`src/rtl/lpc_pkg.sv`:
```
// rtl/lpc_pkg.sv - LPC capture record layout, cycle type codes and capture FSM states
package lpc_pkg;

  localparam int LPC_REC_ADDR_LSB = 12;
  localparam int LPC_REC_ADDR_W   = 16;
  localparam int LPC_REC_DATA_LSB = 4;
  localparam int LPC_REC_DATA_W   = 8;
  localparam int LPC_REC_TYPE_LSB = 0;
  localparam int LPC_REC_TYPE_W   = 2;

  localparam logic [1:0] LPC_CYC_NONE = 2'b00;
  localparam logic [1:0] LPC_CYC_WR   = 2'b01;
  localparam logic [1:0] LPC_CYC_RD   = 2'b11;

  typedef enum logic {
    CAP_IDLE = 1'b0,
    CAP_HOLD = 1'b1
  } cap_state_e;

  function automatic logic lpc_win_hit(input logic [15:0] addr,
                                       input logic [15:0] base,
                                       input logic [15:0] mask);
    return ((addr ^ base) & mask) == 16'h0000;
  endfunction

endpackage

```
`src/rtl/lpc_sync_fifo.sv`:
```
// rtl/lpc_sync_fifo.sv - first-word-fall-through FIFO with same-cycle push/pop and flush
module lpc_sync_fifo #(
  parameter int DEPTH = 8,
  parameter int WIDTH = 32
) (
  input  logic                     clk_i,
  input  logic                     rst_i,
  input  logic                     clr_i,
  input  logic                     push_i,
  input  logic [WIDTH-1:0]         wdata_i,
  input  logic                     pop_i,
  output logic [WIDTH-1:0]         rdata_o,
  output logic                     full_o,
  output logic                     empty_o,
  output logic [$clog2(DEPTH):0]   level_o
);

  localparam int AW = $clog2(DEPTH);

  logic [WIDTH-1:0] mem_q [DEPTH];
  logic [AW:0]      wr_ptr_q, wr_ptr_d;
  logic [AW:0]      rd_ptr_q, rd_ptr_d;
  logic             do_push;
  logic             do_pop;

  assign empty_o = (wr_ptr_q == rd_ptr_q);
  assign full_o  = (wr_ptr_q[AW] != rd_ptr_q[AW]) &&
                   (wr_ptr_q[AW-1:0] == rd_ptr_q[AW-1:0]);
  assign level_o = wr_ptr_q - rd_ptr_q;

  // A pop frees the slot, so a push into a full FIFO still lands when paired with one.
  assign do_pop  = pop_i && !empty_o;
  assign do_push = push_i && (!full_o || do_pop);

  // Head is forced to zero when empty so the output never shows stale storage.
  assign rdata_o = empty_o ? '0 : mem_q[rd_ptr_q[AW-1:0]];

  always_comb begin
    wr_ptr_d = wr_ptr_q;
    rd_ptr_d = rd_ptr_q;
    if (clr_i) begin
      wr_ptr_d = '0;
      rd_ptr_d = '0;
    end else begin
      if (do_push) wr_ptr_d = wr_ptr_q + 1'b1;
      if (do_pop)  rd_ptr_d = rd_ptr_q + 1'b1;
    end
  end

  always_ff @(posedge clk_i or posedge rst_i) begin
    if (rst_i) begin
      wr_ptr_q <= '0;
      rd_ptr_q <= '0;
    end else begin
      wr_ptr_q <= wr_ptr_d;
      rd_ptr_q <= rd_ptr_d;
    end
  end

  always_ff @(posedge clk_i) begin
    if (do_push && !clr_i) mem_q[wr_ptr_q[AW-1:0]] <= wdata_i;
  end

endmodule

```
`src/rtl/lpc_cycle_capture_ctrl.sv`:
```
// rtl/lpc_cycle_capture_ctrl.sv - LPC address window decode and filtered cycle record capture
module lpc_cycle_capture_ctrl
  import lpc_pkg::*;
#(
  parameter int DEPTH = 8
) (
  input  logic                     clk_i,
  input  logic                     rst_i,
  input  logic                     en_i,
  input  logic [15:0]              win_base_i,
  input  logic [15:0]              win_mask_i,
  input  logic [15:0]              lpc_addr_i,
  output logic                     addr_hit_o,
  input  logic [31:0]              tdata_i,
  input  logic                     ready_i,
  output logic [31:0]              m_tdata_o,
  output logic                     m_tvalid_o,
  input  logic                     m_tready_i,
  input  logic                     clr_i,
  output logic [$clog2(DEPTH):0]   level_o,
  output logic                     overflow_o,
  output logic [7:0]               drop_cnt_o
);

  cap_state_e  state_q, state_d;
  logic        ready_prev_q, ready_prev_d;
  logic        addr_hit_q, addr_hit_d;
  logic        overflow_q, overflow_d;
  logic [7:0]  drop_cnt_q, drop_cnt_d;
  logic        eval;
  logic        push_req;
  logic        pop;
  logic        drop;
  logic        fifo_full;
  logic        fifo_empty;
  logic [1:0]  rec_type;
  logic [15:0] rec_addr;

  assign rec_type = tdata_i[LPC_REC_TYPE_LSB +: LPC_REC_TYPE_W];
  assign rec_addr = tdata_i[LPC_REC_ADDR_LSB +: LPC_REC_ADDR_W];

  assign m_tvalid_o = !fifo_empty;
  assign pop        = m_tvalid_o && m_tready_i;
  assign push_req   = eval && en_i && (rec_type != LPC_CYC_NONE) &&
                      lpc_win_hit(rec_addr, win_base_i, win_mask_i);
  assign drop       = push_req && fifo_full && !pop && !clr_i;

  // ready_prev_q resets high so a READY already asserted at reset release is not
  // mistaken for a new record; a fresh low-to-high transition is required.
  always_comb begin
    state_d      = state_q;
    eval         = 1'b0;
    ready_prev_d = ready_i;
    case (state_q)
      CAP_IDLE: begin
        if (ready_i) begin
          state_d = CAP_HOLD;
          eval    = !ready_prev_q;
        end
      end
      CAP_HOLD: begin
        if (!ready_i) state_d = CAP_IDLE;
      end
      default: state_d = CAP_IDLE;
    endcase
  end

  always_comb begin
    addr_hit_d = lpc_win_hit(lpc_addr_i, win_base_i, win_mask_i) && en_i;
    overflow_d = overflow_q;
    drop_cnt_d = drop_cnt_q;
    if (clr_i) begin
      overflow_d = 1'b0;
      drop_cnt_d = '0;
    end else if (drop) begin
      overflow_d = 1'b1;
      if (drop_cnt_q != 8'hFF) drop_cnt_d = drop_cnt_q + 8'd1;
    end
  end

  always_ff @(posedge clk_i or posedge rst_i) begin
    if (rst_i) begin
      state_q      <= CAP_IDLE;
      ready_prev_q <= 1'b1;
      addr_hit_q   <= 1'b0;
      overflow_q   <= 1'b0;
      drop_cnt_q   <= '0;
    end else begin
      state_q      <= state_d;
      ready_prev_q <= ready_prev_d;
      addr_hit_q   <= addr_hit_d;
      overflow_q   <= overflow_d;
      drop_cnt_q   <= drop_cnt_d;
    end
  end

  assign addr_hit_o = addr_hit_q;
  assign overflow_o = overflow_q;
  assign drop_cnt_o = drop_cnt_q;

  lpc_sync_fifo #(
    .DEPTH (DEPTH),
    .WIDTH (32)
  ) u_fifo (
    .clk_i   (clk_i),
    .rst_i   (rst_i),
    .clr_i   (clr_i),
    .push_i  (push_req),
    .wdata_i (tdata_i),
    .pop_i   (pop),
    .rdata_o (m_tdata_o),
    .full_o  (fifo_full),
    .empty_o (fifo_empty),
    .level_o (level_o)
  );

endmodule

```
`config.mk`:
```
export PLATFORM = sky130hd
export DESIGN_NAME = lpc_cycle_capture_ctrl
export DESIGN_NICKNAME = d
export VERILOG_FILES = /design/src/rtl/lpc_pkg.sv /design/src/rtl/lpc_sync_fifo.sv /design/src/rtl/lpc_cycle_capture_ctrl.sv
export SDC_FILE = /design/constraint.sdc
export NUM_CORES = 1
export LEC_CHECK = 0
export BUFFER_PORTS_ARGS = -buffer_cell sky130_fd_sc_hd__buf_2
export CAP_MARGIN = 20
export CELL_PAD_IN_SITES_DETAIL_PLACEMENT = 0
export CELL_PAD_IN_SITES_GLOBAL_PLACEMENT = 1
export CORE_AREA = 2 2 208 108
export DETAILED_ROUTE_END_ITERATION = 10
export DIE_AREA = 0 0 210 110
export PLACE_DENSITY = 0.9
export SETUP_SLACK_MARGIN = 0.4
export SLEW_MARGIN = 15
export SYNTH_ARGS = -nofsm -noshare
export SYNTH_HDL_FRONTEND = slang
export SYNTH_HIERARCHICAL = 1
export SYNTH_SLANG_ARGS = --single-unit
```
`constraint.sdc`:
```
create_clock -name clk_i -period 7.3 [get_ports clk_i]
set_input_delay 0.365 -clock clk_i [delete_from_list [all_inputs] [get_ports clk_i]]
set_output_delay 0.365 -clock clk_i [all_outputs]
set_load 0.02 [all_outputs]
```
==> results.json, run 1 <==
{
  "avgViaCountPerCell": 6.07,
  "tightest_slew_ns": 1.03,
  "status": "finished, final reports clean",
  "path_max_fanout": 34,
  "drive_gt1_share_pct": 36.8,
  "relSlewSlack_pct": 31.4,
  "syn_area_per_cell_um2": 20.0,
  "setup.worst_path.start_class": "flop",
  "die_x_um": 210,
  "timing.final.max_slew_violations": 0,
  "placed_area_mm2": 0.0123,
  "fin_area_mm2": 0.0132,
  "wl_mm": 25.3,
  "p_leak_nw": 4.59,
  "power_frac_clock_pct": 39.5,
  "fin_skew_ns": 0.00777,
  "fin_nets": 806,
  "setup_tns_ns": 0,
  "worstPathArrival_ns": 4.33,
  "insertion_delay_ns": 0.52,
  "r2r_end": "u_fifo/mem_q[1][9]",
  "synth_cells": 565,
  "fin_util_pct": 61.9,
  "yosys_warnings": 6,
  "setup_violations": 0,
  "h-tree-depth": 1,
  "synth.ff_latch_count": 276,
  "cts.clk_slew.worst_paths_ns": 0.06,
  "seqPwrFrac_pct": 57.4,
  "grt-ovfl-total": 0,
  "die_area_mm2": 0.0231,
  "cts_setup_buffers": 0,
  "hpwl_mm": 16.0,
  "grt_max_degree": 69,
  "yosysSeqAreaShare_pct": 72.6,
  "syn_to_final_growth_pct": 16.6,
  "grt_antenna_before_repair": 1,
  "cts_tree": "yes",
  "min_path_type": "primary input to flop",
  "cts_buffers": 24,
  "cap_viol_max_count": 0,
  "layout_commonest_cell": "edfxtp_1",
  "reg2reg_setup_slack_ns": 3.19,
  "synth_edf_count": 256,
  "drt_iter0_drc": 636,
  "period_share_pct": 56.3,
  "critPathLaunch": "u_fifo/rd_ptr_q[0]",
  "ys_types": 49,
  "netlist_area_mm2": 0.0113,
  "period_needed_ns": 4.11,
  "p_per_area_mw_per_mm2": 229,
  "p_comb_share_pct": 3.1,
  "p_int_mw": 2.41,
  "coreArea_mm2": 0.0213,
  "switchingPower_uw": 596,
  "rsz0062_at_grt": "false",
  "synth_flop_cell": "edfxtp_1",
  "hold_viol_final": 0,
  "syn-num-nets": 658,
  "start_util_pct": 53.1,
  "crit_path_end_kind": "flop",
  "worstPathRequired_ns": 7.52,
  "r2r-start": "u_fifo/rd_ptr_q[0]",
  "drtPass1Iterations": 5,
  "gp_congestion": 0.852,
  "min-delay-start": "en_i",
  "grt_pass1_wl_mm": 37.7,
  "io_buffers": 132,
  "grt_pass1_vias": 6291,
  "final_cell_mix": "edfxtp_1, buf_2, mux4_2, xor2_1, a22o_1",
  "die_y_um": 110,
  "ios": 133,
  "drcViolationCount": 0,
  "vias": 6115,
  "clock_sinks": 276,
  "worstRegToRegCells": 9,
  "swShare_pct": 19.8,
  "rows": 38,
  "async_flop_share_pct": 7.25,
  "max_freq_mhz": 244,
  "worst-setup-path-type": "flop to flop",
  "detail-route-antenna-nets": 0,
  "vdd_drop_max_uv": 138,
  "track_usage_pct": 22.4,
  "endpoint": "u_fifo/mem_q[1][9]",
  "clk_path_buf_depth": 3,
  "post_drt_wl_per_cell_um": 25.2,
  "cts-root-buf": "clkbuf_16"
}
worst min-delay path by stage:
stage | to | cells after the start | slack, ns
finish | addr_hit_o | 3 | 0.09
CTS | addr_hit_o | 3 | 0.08
global placement | u_fifo/wr_ptr_q[3] | 2 | 0.35
detailed placement | u_fifo/wr_ptr_q[2] | 2 | 0.36
floorplan | u_fifo/rd_ptr_q[0] | 1 | 0.18
global route | addr_hit_o | 3 | 0.11
power by group through the flow:
stage          combinational (mW)  sequential (mW)  clock (mW)
5_1_grt                     0.101             1.73        1.27
3_5_place_dp               0.0906             1.76           0
2_1_floorplan              0.0277             1.76           0
6_report                   0.0919             1.73        1.19
3_3_place_gp               0.0862             1.76           0
4_1_cts                    0.0919             1.73        1.21
layer usage:
layer	share of wire, %	track usage (%)	routed length [µm]
met2	46	34.6	11700
met3	9.2	5.33	2320
met1	43	33.4	11000
met4	1.5	4.00	368
met5	0	0	0
Yosys cell counts (6+ instances only):
master | number | area, µm²
a22oi_1 | 13 | 97.6
dfrtp_1 | 19 | 475
buf_2 | 9 | 45.0
a22o_1 | 33 | 289
nor2_1 | 25 | 93.8
xor2_1 | 34 | 298
nand4_1 | 8 | 50.1
xnor2_1 | 8 | 70.1
inv_1 | 15 | 56.3
ha_1 | 6 | 75.1
edfxtp_1 | 256 | 7690
clkbuf_1 | 6 | 22.5
mux4_2 | 64 | 1440
nand2_1 | 6 | 22.5
state kept, by name, summed over array words and instances (netlist names):
register	cells
addr_hit_o	1
drop_cnt_o	8
overflow_o	1
state_q	1
u_fifo/rd_ptr_q	4
ready_prev_q	1
u_fifo/wr_ptr_q	4
u_fifo/mem_q	256
worst max-delay path, cell delays in order, from the launching register on:
cell and delay [ns]:
dfrtp_4 0.88, ha_1 0.38, nand3_1 0.23, nor2_2 0.14
nor2b_1 0.42, inv_1 0.15, nand3_1 0.14, nand4_1 0.40
nor2_4 0.81, buf_16 0.24
area by class of cell:
class	instances	area, µm²
flip-flops and latches	276	8190
repair buffers	145	876
diodes	1	2.50
inverters	15	56.3
fillers	1470	8090
clock buffers	26	629
multi-input cells	251	2960
clock inverters	13	87.6
well taps	280	350
what timing repair did:
item / CTS / global route
setup endpoints to repair: 0 / 0
hold buffers: 2 / 0
endpoints found under the hold margin: 21 / 0
gates resized for setup: 0 / 0
kinds of logic after synthesis:
kind of cell | count (synthesis) | share of synthesized area (%)
compound gates | 66 | 4.85
xor+xnor | 43 | 3.40
fa+ha+maj | 7 | 0.843
buf+inv | 38 | 1.73
flops | 276 | 72.6
mux | 69 | 13.3
simple gates | 66 | 3.33
metrics by stage:
| step | setup WS [ns] | hold WS (ns) | total power, mW | std cells |
|---|---|---|---|---|
| after CTS | 3.17 | 0.0821 | 3.03 | 1002 |
| after detailed placement | 3.22 | 0.364 | 1.85 | 961 |
| after global placement | 3.35 | 0.346 | 1.85 | 959 |
| after global routing | 3.00 | 0.110 | 3.10 | 1007 |
| final | 3.19 | 0.0940 | 3.01 | 1007 |
| after floorplan | 2.53 | 0.181 | 1.79 | 565 |
No activity file was read; power rests on OpenSTA's default activity.
==> run 2: changes to the inputs <==
--- a/config.mk
+++ b/config.mk
@@ -5,14 +5,15 @@
 export SDC_FILE = /design/constraint.sdc
 export NUM_CORES = 1
 export LEC_CHECK = 0
+export ABC_AREA = 1
 export BUFFER_PORTS_ARGS = -buffer_cell sky130_fd_sc_hd__buf_2
 export CAP_MARGIN = 20
 export CELL_PAD_IN_SITES_DETAIL_PLACEMENT = 0
 export CELL_PAD_IN_SITES_GLOBAL_PLACEMENT = 1
-export CORE_AREA = 2 2 208 108
+export CORE_AREA = 2 2 240 124
 export DETAILED_ROUTE_END_ITERATION = 10
-export DIE_AREA = 0 0 210 110
-export PLACE_DENSITY = 0.9
+export DIE_AREA = 0 0 242 126
+export PLACE_DENSITY = 0.86
 export SETUP_SLACK_MARGIN = 0.4
 export SLEW_MARGIN = 15
 export SYNTH_ARGS = -nofsm -noshare
==> constraint.sdc (replaced) <==
create_clock -name clk_i -period 4.3 [get_ports clk_i]
set_input_delay 0.215 -clock clk_i [delete_from_list [all_inputs] [get_ports clk_i]]
set_output_delay 0.215 -clock clk_i [all_outputs]
set_load 0.02 [all_outputs]
==> results.json, run 2 <==
{
  "status": "finished, final reports clean",
  "placed_area_mm2": 0.0139,
  "yosysSeqAreaShare_pct": 63.8,
  "grt-ovfl-total": 0,
  "timing.final.max_slew_violations": 0,
  "rsz0062_at_grt": "false",
  "coreArea_mm2": 0.0284,
  "drtPass1Iterations": 5,
  "netlist_area_mm2": 0.0128,
  "cp_slowest_stage_delay_ns": 0.76,
  "fin_skew_ns": 0.0116,
  "syn-num-nets": 1403,
  "swShare_pct": 20.3,
  "cp_common_cell": "nand3_1",
  "synth.ff_latch_count": 276,
  "final_cell_mix": "nand2_1, edfxtp_1, nor2_1, inv_1, buf_2",
  "drt_iter0_drc": 846,
  "synth_flop_cell": "edfxtp_1",
  "diodes": 0,
  "synth_edf_count": 256,
  "p_int_mw": 4.18,
  "track_usage_pct": 20.1,
  "gp_congestion": 0.846,
  "die_area_mm2": 0.0305,
  "setup_violations": 0,
  "worst-setup-path-type": "flop to flop",
  "fin_area_mm2": 0.0149,
  "avgViaCountPerCell": 4.90,
  "tightest_slew_ns": 0.970,
  "max_freq_mhz": 290,
  "die_y_um": 126,
  "grt_antenna_before_repair": 1,
  "crit_family": "simple AND/OR/NAND/NOR gates",
  "crit_path_end_kind": "flop",
  "clock_sinks": 276,
  "async_flop_share_pct": 7.25,
  "insertion_delay_ns": 0.53,
  "worstPathArrival_ns": 3.68,
  "cp_slowest_cell": "dfrtp_4",
  "ios": 133,
  "setup.worst_path.start_class": "flop",
  "die_x_um": 242,
  "cts_tree": "yes",
  "min_path_type": "primary input to flop",
  "drive_gt1_share_pct": 14.8,
  "cts.clk_slew.worst_paths_ns": 0.07,
  "synth_commonest_cells": "nand2_1, edfxtp_1, nor2_1",
  "grt_pass1_wl_mm": 47.7,
  "cts-root-buf": "clkbuf_16",
  "ys_types": 41,
  "layout_commonest_cell": "nand2_1",
  "vias": 9081,
  "p_per_area_mw_per_mm2": 353,
  "drcViolationCount": 0,
  "path_max_fanout": 48,
  "switchingPower_mw": 1.07,
  "p_comb_share_pct": 3.3,
  "seqPwrFrac_pct": 55.8,
  "clk_path_buf_depth": 3,
  "detail-route-antenna-nets": 0,
  "largest_reg_flops": 256,
  "setup_tns_ns": 0,
  "vdd_drop_max_uv": 305,
  "yosys_warnings": 6,
  "synth_top_area_cell": "edfxtp_1",
  "syn_area_per_cell_um2": 9.80,
  "power_frac_clock_pct": 40.9,
  "p_leak_nw": 6.48,
  "cap_viol_max_count": 0,
  "cp_num_buf_inv": 2,
  "h-tree-depth": 1,
  "hold_viol_final": 0,
  "grt_max_degree": 130,
  "synth_cells": 1310,
  "synth.most_common_cell": "nand2_1",
  "cts_buffers": 24,
  "worstPathRequired_ns": 4.53,
  "synth_top_area_share_pct": 59.9,
  "wl_mm": 30.7,
  "rows": 44,
  "relSlewSlack_pct": 35.3,
  "post_drt_wl_per_cell_um": 16.5,
  "fin_nets": 1540,
  "io_buffers": 132,
  "period_share_pct": 80.2,
  "period_needed_ns": 3.45,
  "cts_resized": 0,
  "synth_area_leaders": "edfxtp_1, nand2_1, nor2_1",
  "hpwl_mm": 18.1,
  "syn_to_final_growth_pct": 15.8,
  "path_cells": "ha_1, nand3_1, nor2_4, nor2_1, inv_1, nand3_1, nand3_1, nor2_4, buf_12",
  "grt_pass1_vias": 8249,
  "start_util_pct": 45.2
}
-- run 2: cell count changes after synthesis, moves of 13 or more --
cell      change
a22o_1       -33
xor2_1       -26
buf_2        +20
o21ai_0      +53
o21ai_1      +19
nand2_1     +274
a22oi_1      -13
mux4_2       -64
inv_1       +160
nor2_1      +209
nand3_1     +103
o21bai_1     +32
-- run 2: final timing paths --
check	slack (ns)	from	cells after the start	to
setup / recovery	0.85	u_fifo/rd_ptr_q[0]	9	u_fifo/mem_q[5][12]
hold / removal	0.01	tdata_i[13]	1	u_fifo/mem_q[2][13]
setup reg to reg	0.85	u_fifo/rd_ptr_q[0]	9	u_fifo/mem_q[5][12]
hold reg to reg	0.52	overflow_o	2	overflow_o
max in group asynchronous	3.68	rst_i	3	ready_prev_q
min in group asynchronous	0.20	rst_i	3	u_fifo/rd_ptr_q[0]
-- run 2: logic make-up (layout without fill, tap and decap cells) --
kind of cell	after synthesis	after routing	synth area share (%)
XOR/XNOR	11	11	0.750
buffers and inverters	238	392	7.69
flip-flops	276	276	63.8
AO/OA/AOI/OAI	117	117	5.32
AND/OR/NAND/NOR	661	661	21.7
adder cells (fa/ha/maj)	7	7	0.740
-- run 2: power groups by stage --
stage / clock network (mW) / logic [mW] / registers [mW]
floorplan: 0 / 0.0553 / 2.99
global placement: 0 / 0.153 / 2.99
detailed placement: 0 / 0.157 / 2.99
CTS: 2.19 / 0.172 / 2.93
global route: 2.30 / 0.193 / 2.93
finish: 2.15 / 0.171 / 2.93
-- run 2: repair_timing --
item,in CTS,in global routing
endpoints found under the hold margin,152,0
setup buffers,0,0
setup endpoints to repair,0,0
hold buffers,21,0
-- run 2: cell type report --
type                    count  area, µm²
clock buffers              31        648
clock inverters            12        116
fillers                  2595      13500
inverters                 180        677
multi-input cells         796       3730
flip-flops and latches    276       8190
well taps                 391        489
repair buffers            169       1020
-- run 2: per-layer routing --
metal	GRT usage [%]	vias up	wire, µm
met2	29.1	229	13000
met5	0	-	7
met1	32.4	4277	15500
met3	2.94	32	1790
li1	-	4541	-
met4	3.12	2	414
-- run 2: worst register-to-register path: stages (launching register included) --
cell and delay (ns):
dfrtp_4 0.76, ha_1 0.35, nand3_1 0.18, nor2_4 0.06
nor2_1 0.12, inv_1 0.07, nand3_1 0.21, nand3_1 0.45
nor2_4 0.68, buf_12 0.27
-- run 2: stage by stage --
step	utilization (%)	hold slack, ns	std cells	worst slack, ns	total power, mW
after floorplan	-	0.0307	1310	0.380	3.05
after global placement	48.9	0.206	1791	0.887	3.14
after detailed placement	48.9	0.204	1791	0.828	3.15
after CTS	52.4	0.00150	1855	0.818	5.30
after global routing	52.4	0.0175	1855	0.601	5.42
final	52.4	0.0120	1855	0.850	5.25
==> run 3: changes to the inputs <==
--- a/config.mk
+++ b/config.mk
@@ -10,10 +10,10 @@
 export CAP_MARGIN = 20
 export CELL_PAD_IN_SITES_DETAIL_PLACEMENT = 0
 export CELL_PAD_IN_SITES_GLOBAL_PLACEMENT = 1
-export CORE_AREA = 2 2 240 124
+export CORE_AREA = 2 2 251 129
 export DETAILED_ROUTE_END_ITERATION = 10
-export DIE_AREA = 0 0 242 126
-export PLACE_DENSITY = 0.86
+export DIE_AREA = 0 0 253 131
+export PLACE_DENSITY = 0.83
 export SETUP_SLACK_MARGIN = 0.4
 export SLEW_MARGIN = 15
 export SYNTH_ARGS = -nofsm -noshare
==> constraint.sdc (replaced) <==
create_clock -name clk_i -period 2.86 [get_ports clk_i]
set_input_delay 0.143 -clock clk_i [delete_from_list [all_inputs] [get_ports clk_i]]
set_output_delay 0.143 -clock clk_i [all_outputs]
set_load 0.02 [all_outputs]
==> results.json, run 3 (synthesis results as in run 2) <==
{
  "layout_commonest_cell": "nand2_1",
  "setup_violations": 0,
  "cts_buffers": 25,
  "syn_to_final_growth_pct": 23.1,
  "rsz0062_at_grt": "true",
  "track_usage_pct": 20.2,
  "h-tree-depth": 1,
  "period_needed_ns": 2.52,
  "grt_max_degree": 70,
  "worstPathRequired_ns": 2.72,
  "avgViaCountPerCell": 5.05,
  "crit_path_end_kind": "output port",
  "cts_tree": "yes",
  "fin_nets": 1586,
  "cts.clk_slew.worst_paths_ns": 0.07,
  "hpwl_mm": 19.6,
  "setup.worst_path.start_class": "flop",
  "min_path_type": "primary input to flop",
  "grt-ovfl-total": 0,
  "diodes": 0,
  "setup_tns_ns": 0,
  "worst-setup-path-type": "flop to output port",
  "seqCellArea_mm2": 0.00820,
  "rows": 46,
  "hold_viol_final": 0,
  "largest_reg_flops": 256,
  "p_per_area_mw_per_mm2": 514,
  "ios": 133,
  "clk_path_buf_depth": 3,
  "drtPass1Iterations": 5,
  "start_util_pct": 41.3,
  "timing.final.max_slew_violations": 0,
  "fillCellCount": 2787,
  "die_y_um": 131,
  "grt_pass1_wl_mm": 50.6,
  "period_share_pct": 88.2,
  "max_freq_mhz": 396,
  "insertion_delay_ns": 0.54,
  "die_x_um": 253,
  "cap_viol_max_count": 0,
  "path_max_fanout": 5,
  "worstPathArrival_ns": 2.38,
  "grt_pass1_vias": 8579,
  "cts-root-buf": "clkbuf_16",
  "coreArea_mm2": 0.0311,
  "drcViolationCount": 0,
  "fin_skew_ns": 0.0151,
  "post_drt_wl_per_cell_um": 18.3,
  "p_leak_nw": 6.86,
  "setup_slack_ns": 0.336,
  "drt_iter0_drc": 952,
  "place_ws_ns": 0.217,
  "status": "finished, final reports clean",
  "wl_mm": 35.1,
  "io_buffers": 132,
  "tightest_slew_ns": 0.696,
  "vias": 9694,
  "drive_gt1_share_pct": 17.3,
  "final_cell_mix": "nand2_1, edfxtp_1, nor2_1, inv_1, buf_2",
  "gp_congestion": 0.858,
  "relSlewSlack_pct": 53.6,
  "multiInputGateArea_mm2": 0.00383,
  "vdd_drop_max_uv": 412,
  "grt_antenna_before_repair": 1,
  "clock_sinks": 276,
  "detail-route-antenna-nets": 0,
  "die_area_mm2": 0.0331
}
[run 3: per-layer routing]
layer / global-route usage (%) / vias up / part of all wire, %
met1: 31.0 / 4618 / 48
li1: - / 4645 / -
met5: 0 / - / 0
met3: 4.24 / 38 / 8.8
met4: 4.07 / 0 / 1.5
met2: 29.4 / 393 / 42
[run 3: final timing paths]
check | start | end | slack (ns) | depth (start not counted)
min | lpc_addr_i[3] | addr_hit_o | 0.03 | 5
max | u_fifo/rd_ptr_q[0] | m_tdata_o[0] | 0.34 | 8
min in group asynchronous | rst_i | u_fifo/wr_ptr_q[3] | 0.15 | 3
max in group asynchronous | rst_i | ready_prev_q | 2.28 | 3
min reg2reg | overflow_o | overflow_o | 0.51 | 2
max reg2reg | u_fifo/wr_ptr_q[0] | u_fifo/mem_q[2][22] | 0.44 | 12
[run 3: critical path, stage by stage, from the launching register on]
cell,delay [ns]
dfrtp_4,0.51
ha_4,0.30
nand3_4,0.08
nor2_4,0.24
buf_4,0.17
buf_12,0.13
o21bai_1,0.14
nor2_1,0.10
buf_2,0.17
[run 3: area by class of cell]
cell class	count	share of cell area [%]
well taps	408	3.23
clock inverters	13	0.997
flip-flops and latches	276	51.8
clock buffers	31	4.10
inverters	180	4.32
multi-input cells	796	24.2
repair buffers	214	11.3
[run 3: through the flow]
| step | hold slack, ns | instance area (µm²) | util (%) | total power [mW] | cells |
|---|---|---|---|---|---|
| 2_1_floorplan | -0.0413 | 13000 | - | 4.58 | 1310 |
| 3_3_place_gp | 0.146 | 14100 | 45.4 | 4.73 | 1815 |
| 3_5_place_dp | 0.142 | 14100 | 45.4 | 4.74 | 1815 |
| 4_1_cts | 0.00704 | 15500 | 50.0 | 8.18 | 1906 |
| 5_1_grt | 0.0421 | 15800 | 50.9 | 8.34 | 1918 |
| 6_report | 0.0255 | 15800 | 50.9 | 8.13 | 1918 |
[run 3: power breakdown]
part	total, mW	internal (mW)	switching (mW)
clock	3.44	1.96	1.48
combinational	0.282	0.110	0.171
sequential	4.41	4.41	0.000381
[run 3: timing repair]
item	4_1_cts	5_1_grt
pin swaps	2	5
setup buffers	8	6
hold endpoints to repair	273	0
setup endpoints to repair	189	210
hold buffers	36	0
gates cloned	3	6
resized for setup	23	25
